--- src/rtl/div_iter_pkg.sv ---
// Shared definitions for the iterative divider.
//   div_state_e           : FSM state encoding (IDLE / RUN / DONE)
//   DIV_RESULT_READY/...  : levels of ready_o
//   DIV_START/DIV_STOP    : levels of start_i
package div_iter_pkg;

  typedef enum logic [1:0] {
    DIV_IDLE = 2'b00,
    DIV_RUN  = 2'b01,
    DIV_DONE = 2'b10
  } div_state_e;

  localparam logic DIV_RESULT_READY     = 1'b1;
  localparam logic DIV_RESULT_NOT_READY = 1'b0;
  localparam logic DIV_START            = 1'b1;
  localparam logic DIV_STOP             = 1'b0;

endpackage

--- src/rtl/div_iter_step.sv ---
// One radix-2 restoring division step (purely combinational).
//   rem      in  WIDTH  partial remainder, always < divisor
//   dvd_bit  in  1      next dividend bit, MSB first
//   divisor  in  WIDTH  magnitude of the divisor (non-zero)
//   rem_next out WIDTH  partial remainder after this step
//   q_bit    out 1      quotient bit produced by this step
module div_iter_step #(
  parameter int WIDTH = 32
) (
  input  logic [WIDTH-1:0] rem,
  input  logic             dvd_bit,
  input  logic [WIDTH-1:0] divisor,
  output logic [WIDTH-1:0] rem_next,
  output logic             q_bit
);

  logic [WIDTH:0] partial;
  logic [WIDTH:0] diff;

  // The shifted remainder needs WIDTH+1 bits so the compare cannot overflow.
  assign partial = {rem, dvd_bit};
  assign diff    = partial - {1'b0, divisor};

  // Because rem < divisor, partial < 2*divisor: a successful subtract leaves
  // the top bit clear and a failed one always borrows into it, so the top
  // bit of the difference doubles as the compare result.
  assign q_bit    = ~diff[WIDTH];
  assign rem_next = q_bit ? diff[WIDTH-1:0] : partial[WIDTH-1:0];

endmodule

--- src/rtl/div_iter.sv ---
// Multi-cycle radix-2 restoring divider for DIV/DIVU/REM/REMU.
//   clk          in  1        clock, rising edge
//   rst          in  1        asynchronous reset, active-high
//   signed_div_i in  1        1 = two's-complement operands
//   opdata1_i    in  WIDTH    dividend
//   opdata2_i    in  WIDTH    divisor
//   start_i      in  1        request, held until ready_o
//   annul_i      in  1        abort current/pending division
//   result_o     out 2*WIDTH  {remainder, quotient}
//   ready_o      out 1        result_o valid (DONE state)
//   busy_o       out 1        iterating (RUN state)
// Divide-by-zero and signed overflow resolve in one cycle with the RISC-V
// results; everything else takes WIDTH steps on operand magnitudes, with the
// signs applied on the last step.
module div_iter
  import div_iter_pkg::*;
#(
  parameter int WIDTH = 32
) (
  input  logic               clk,
  input  logic               rst,
  input  logic               signed_div_i,
  input  logic [WIDTH-1:0]   opdata1_i,
  input  logic [WIDTH-1:0]   opdata2_i,
  input  logic               start_i,
  input  logic               annul_i,
  output logic [2*WIDTH-1:0] result_o,
  output logic               ready_o,
  output logic               busy_o
);

  localparam int CW = $clog2(WIDTH + 1);
  localparam logic [WIDTH-1:0] MIN_VAL = {1'b1, {(WIDTH-1){1'b0}}};
  localparam logic [WIDTH-1:0] ONES    = {WIDTH{1'b1}};
  localparam logic [CW-1:0]    LAST    = CW'(WIDTH - 1);

  div_state_e state, state_next;

  // dvd shifts out dividend bits at the top while quotient bits shift in at
  // the bottom, so after WIDTH steps it holds the unsigned quotient.
  logic [WIDTH-1:0] dvd;
  logic [WIDTH-1:0] dsr;
  logic [WIDTH-1:0] rem;
  logic [CW-1:0]    cnt;
  logic             neg_q;
  logic             neg_r;

  logic             req;
  logic             sa, sb;
  logic [WIDTH-1:0] abs_a, abs_b;
  logic             div_zero, overflow, last_step;
  logic [WIDTH-1:0] rem_next;
  logic             q_bit;
  logic [WIDTH-1:0] q_raw, q_final, r_final;

  assign req       = (start_i == DIV_START) && !annul_i;
  assign sa        = signed_div_i & opdata1_i[WIDTH-1];
  assign sb        = signed_div_i & opdata2_i[WIDTH-1];
  assign abs_a     = sa ? -opdata1_i : opdata1_i;
  assign abs_b     = sb ? -opdata2_i : opdata2_i;
  assign div_zero  = (opdata2_i == '0);
  assign overflow  = signed_div_i && (opdata1_i == MIN_VAL) && (opdata2_i == ONES);
  assign last_step = (cnt == LAST);

  div_iter_step #(.WIDTH(WIDTH)) u_step (
    .rem      (rem),
    .dvd_bit  (dvd[WIDTH-1]),
    .divisor  (dsr),
    .rem_next (rem_next),
    .q_bit    (q_bit)
  );

  assign q_raw   = {dvd[WIDTH-2:0], q_bit};
  assign q_final = neg_q ? -q_raw : q_raw;
  assign r_final = neg_r ? -rem_next : rem_next;

  // NOTE: state registers use non-blocking assignments so every flop samples
  // pre-edge values regardless of block ordering.
  always_ff @(posedge clk or posedge rst) begin
    if (rst) state <= DIV_IDLE;
    else     state <= state_next;
  end

  // NOTE: next state is defaulted first so no path through the case leaves it
  // unassigned, which would infer a latch.
  always_comb begin
    state_next = state;
    unique case (state)
      DIV_IDLE: if (req) state_next = (div_zero || overflow) ? DIV_DONE : DIV_RUN;
      DIV_RUN: begin
        if (!req)           state_next = DIV_IDLE;
        else if (last_step) state_next = DIV_DONE;
      end
      DIV_DONE: if (!req) state_next = DIV_IDLE;
      default:  state_next = DIV_IDLE;
    endcase
  end

  // NOTE: every datapath register is reset, not just the FSM, so the outputs
  // are defined immediately and no X can leak out after reset.
  always_ff @(posedge clk or posedge rst) begin
    if (rst) begin
      dvd      <= '0;
      dsr      <= '0;
      rem      <= '0;
      cnt      <= '0;
      neg_q    <= 1'b0;
      neg_r    <= 1'b0;
      result_o <= '0;
    end else begin
      unique case (state)
        DIV_IDLE: begin
          if (req) begin
            if (div_zero) begin
              result_o <= {opdata1_i, ONES};
            end else if (overflow) begin
              result_o <= {{WIDTH{1'b0}}, MIN_VAL};
            end else begin
              dvd   <= abs_a;
              dsr   <= abs_b;
              rem   <= '0;
              cnt   <= '0;
              neg_q <= sa ^ sb;
              neg_r <= sa;
            end
          end
        end
        DIV_RUN: begin
          if (req) begin
            rem <= rem_next;
            dvd <= q_raw;
            cnt <= cnt + CW'(1);
            if (last_step) result_o <= {r_final, q_final};
          end
        end
        default: ;
      endcase
    end
  end

  assign ready_o = (state == DIV_DONE) ? DIV_RESULT_READY : DIV_RESULT_NOT_READY;
  assign busy_o  = (state == DIV_RUN);

endmodule

--- config.mk ---
export PLATFORM = sky130hd
export DESIGN_NAME = div_iter
export DESIGN_NICKNAME = d
export VERILOG_FILES = /design/src/rtl/div_iter_pkg.sv /design/src/rtl/div_iter_step.sv /design/src/rtl/div_iter.sv
export SDC_FILE = /design/constraint.sdc
export NUM_CORES = 1
export LEC_CHECK = 0
export ABC_AREA = 1
export BUFFER_PORTS_ARGS = -buffer_cell sky130_fd_sc_hd__buf_4
export CELL_PAD_IN_SITES_DETAIL_PLACEMENT = 1
export CELL_PAD_IN_SITES_GLOBAL_PLACEMENT = 1
export CORE_MARGIN = 2
export CORE_UTILIZATION = 43
export DETAILED_ROUTE_END_ITERATION = 7
export PLACE_DENSITY_LB_ADDON = 0.25
export SLEW_MARGIN = 20
export SYNTH_ARGS = -nofsm -noshare
export SYNTH_HDL_FRONTEND = slang
export SYNTH_SLANG_ARGS = --single-unit
--- constraint.sdc ---
create_clock -name clk -period 6.6 [get_ports clk]
set_clock_uncertainty 0.15 [all_clocks]
set_input_delay 0.99 -clock clk [delete_from_list [all_inputs] [get_ports clk]]
set_output_delay 0.99 -clock clk [all_outputs]
set_load 0.02 [all_outputs]
==> flow_metrics.tcl <==
set metrics [dict create \
    cts_max_level 4 \
    drt_wl_total_mm 51.3 \
    critical_path_class "reg -> reg" \
    hold_viol_final 0 \
    cap_violations 0 \
    vias_per_cell 5.46 \
    utilization_pct 48.9 \
    hold_class "reg -> reg" \
    dpl.hpwl_mm 39.8 \
    postRouteAntennaNets 0 \
    clkSlewWorstSetupHoldPaths_ns 0.07 \
    r2r_slack_ns 1.33 \
    fin_crit_ns 5.27 \
    crit_top_cell "nand2_1" \
    synthTopCellsByArea "dfrtp_1, nand2_1, inv_1, nor2_1, nand3_1" \
    grt_pass1_vias 15670 \
    cts_tree "yes" \
    clkPwrFrac_pct 14.9 \
    die_area_um2 33900 \
    cts_resized 0 \
    core_um2 32300 \
    ys_dominant_reg_cell "dfrtp_1" \
    root_buffer "clkbuf_16" \
    grt_pass1_wl_mm 82.4 \
    antenna_found_initial 2 \
    power_leakage_nw 8.20 \
    nFillCells 4432 \
    avgSynthCellArea_um2 6.30 \
    tightest_slew_ns 1.07 \
    drv_slew 0 \
    postCtsHoldBufs 0 \
    grt_max_degree 69 \
    drive_gt1_share_pct 11.3 \
    p_sw_share_pct 52.6 \
    clk_latency_ns 0.45 \
    post_cts_buffers 0 \
    ys_ff_latch 170 \
    async_reset_ff_share_pct 100 \
    wl_per_cell_um 18.6 \
    global_route.overflow_total 0 \
    cellInternalPower_mw 3.15 \
    p_seq_share_pct 24.2 \
    status "finished clean" \
    gp_congestion 0.922 \
    net-switching-power_mw 3.49 \
    slew_headroom_pct 28.4 \
    worst_path_max_delay_cell "nand2_4" \
    die_h_um 184 \
    synth.most_common_cell "nand2_1" \
    firstDrtPassIters 5 \
    period_share_pct 79.9 \
    synth-warning-count 0 \
    grt_usage_pct 31.0 \
    fin_nets 2415 \
    worstSetupEndpointType "register" \
    synthDistinctLibCells 55 \
    synthesis.area_um2 14000 \
    critical_path_arrival_ns 5.50 \
    synthTopCellsByCount "nand2_1, inv_1, nor2_1, nand3_1, dfrtp_1" \
    power_density_nw_per_um2 420 \
    num_antenna_cells 0 \
    synth_top_cell_by_area "dfrtp_1" \
    setup_viol 0 \
    io_pins 135 \
    rows 66 \
    vias 15076 \
    dr.first_iter.drc_count 1023 \
    seq_area_frac_synth_pct 30.4 \
    syn-instance-count 2217 \
    clk_path_buf_depth 2 \
    final.setup.tns_ns 0 \
    start_kind "register" \
    power_frac_comb_pct 60.9 \
    synth_edf_count 0 \
    clock_sinks 170 \
    crit_required_ns 6.83 \
    io_buffers 134 \
    route.detailed.drc 0 \
    crit_fanout 41 \
    critPathMaxStageDelay_ns 0.51 \
    cts_made_buffers 17 \
    area_delta_synth_final_pct 13.1 \
    synth_top_area_share_pct 30.4 \
    synthesis.nets 2325 \
    initial_utilization_pct 43.3 \
    vdd_drop_max_mv 0.243 \
    fmax_mhz 190 \
    rsz0062_at_grt "false" \
    dieWidth_um 184 \
]
## cells in the final DEF (no fill, tap or decap), types with 3 or more instances in the layout
cell type,instances
nand2_1,638
inv_1,308
nor2_1,237
nand3_1,179
dfrtp_1,170
buf_4,149
o21ai_0,131
a21oi_1,119
xor2_1,39
ha_1,38
o22ai_1,37
nor3_1,32
nand4_1,32
nand2_2,30
clkbuf_16,17
o211ai_1,13
nor4_1,12
xnor2_1,12
nand3b_1,11
inv_2,10
nor2_2,8
nand2_4,8
a31oi_1,8
o21ai_1,8
or2_2,7
a21oi_2,6
clkinv_2,4
o21bai_1,4
o31ai_1,4
a21o_1,3
nand3_4,3
nand3_2,3
and2_1,3
clkinv_4,3
## layer usage
layer	global-route usage [%]	vias to the layer above	part of all wire, %
met1	40.8	7377	45
met2	51.8	334	47
met5	0	-	0.035
li1	-	7278	-
met3	4.68	85	4.5
met4	10.9	2	3.0
## per-stage QoR
stage	area, um2	worst slack (ns)	hold WS [ns]	instances	power (mW)
finish	15800	1.33	0.345	2759	6.63
floorplan	14000	0.857	0.303	2217	4.38
detailed placement	15300	1.51	0.329	2730	5.60
global route	15800	0.726	0.372	2759	7.19
CTS	15800	1.40	0.346	2759	6.62
global placement	15300	1.49	0.320	2730	5.47
## state kept, by name, summed over array words and instances (netlist names)
name and count:
result_o 64, dvd 32, rem 32, neg_r 1
neg_q 1, cnt 6, state 2, dsr 32
## worst max-delay path, delay by kind of cell (launching register included)
family | cells | cell delay [ns]
buffers and inverters | 2 | 0.17
AOI/OAI and AO/OA | 4 | 0.71
and+or+nand+nor | 17 | 2.89
adders and majority gates | 3 | 0.90
DFF | 1 | 0.37
## area by class of cell
class / instances / area (um2) / share of cell area (%)
clock inverter: 10 / 98.8 / 0.626
inverter: 322 / 1210 / 7.69
multi-input combinational: 1647 / 8130 / 51.4
clock buffer: 19 / 433 / 2.74
sequential: 170 / 4250 / 26.9
tap: 442 / 553 / 3.50
timing repair buffer: 149 / 1120 / 7.08
## power by group through the flow
stage | logic (mW) | clock network, mW | registers (mW)
final | 4.04 | 0.987 | 1.60
after global routing | 4.52 | 1.03 | 1.64
after floorplan | 2.63 | 0 | 1.75
after CTS | 4.02 | 0.996 | 1.60
after global placement | 3.87 | 0 | 1.60
after detailed placement | 3.99 | 0 | 1.62
## path summary, 6_finish.rpt
check | start | end | depth (start not counted)
setup / recovery | dvd[31]$_DFFE_PP0P_ | result_o[28]$_DFFE_PP0P_ | 26
min in group asynchronous | rst | dsr[4]$_DFFE_PP0P_ | 2
hold / removal | dsr[10]$_DFFE_PP0P_ | dsr[10]$_DFFE_PP0P_ | 2
hold reg to reg | dsr[10]$_DFFE_PP0P_ | dsr[10]$_DFFE_PP0P_ | 2
setup reg to reg | dvd[31]$_DFFE_PP0P_ | result_o[28]$_DFFE_PP0P_ | 26
max in group asynchronous | rst | dvd[1]$_DFFE_PP0P_ | 3
## logic make-up after synthesis
group / synth area share (%)
AO/OA/AOI/OAI: 13.6
flip-flops: 30.4
AND/OR/NAND/NOR: 37.7
buffers and inverters: 11.5
adder cells (fa/ha/maj): 3.55
XOR/XNOR: 3.20
No activity file was read; power rests on OpenSTA's default activity.
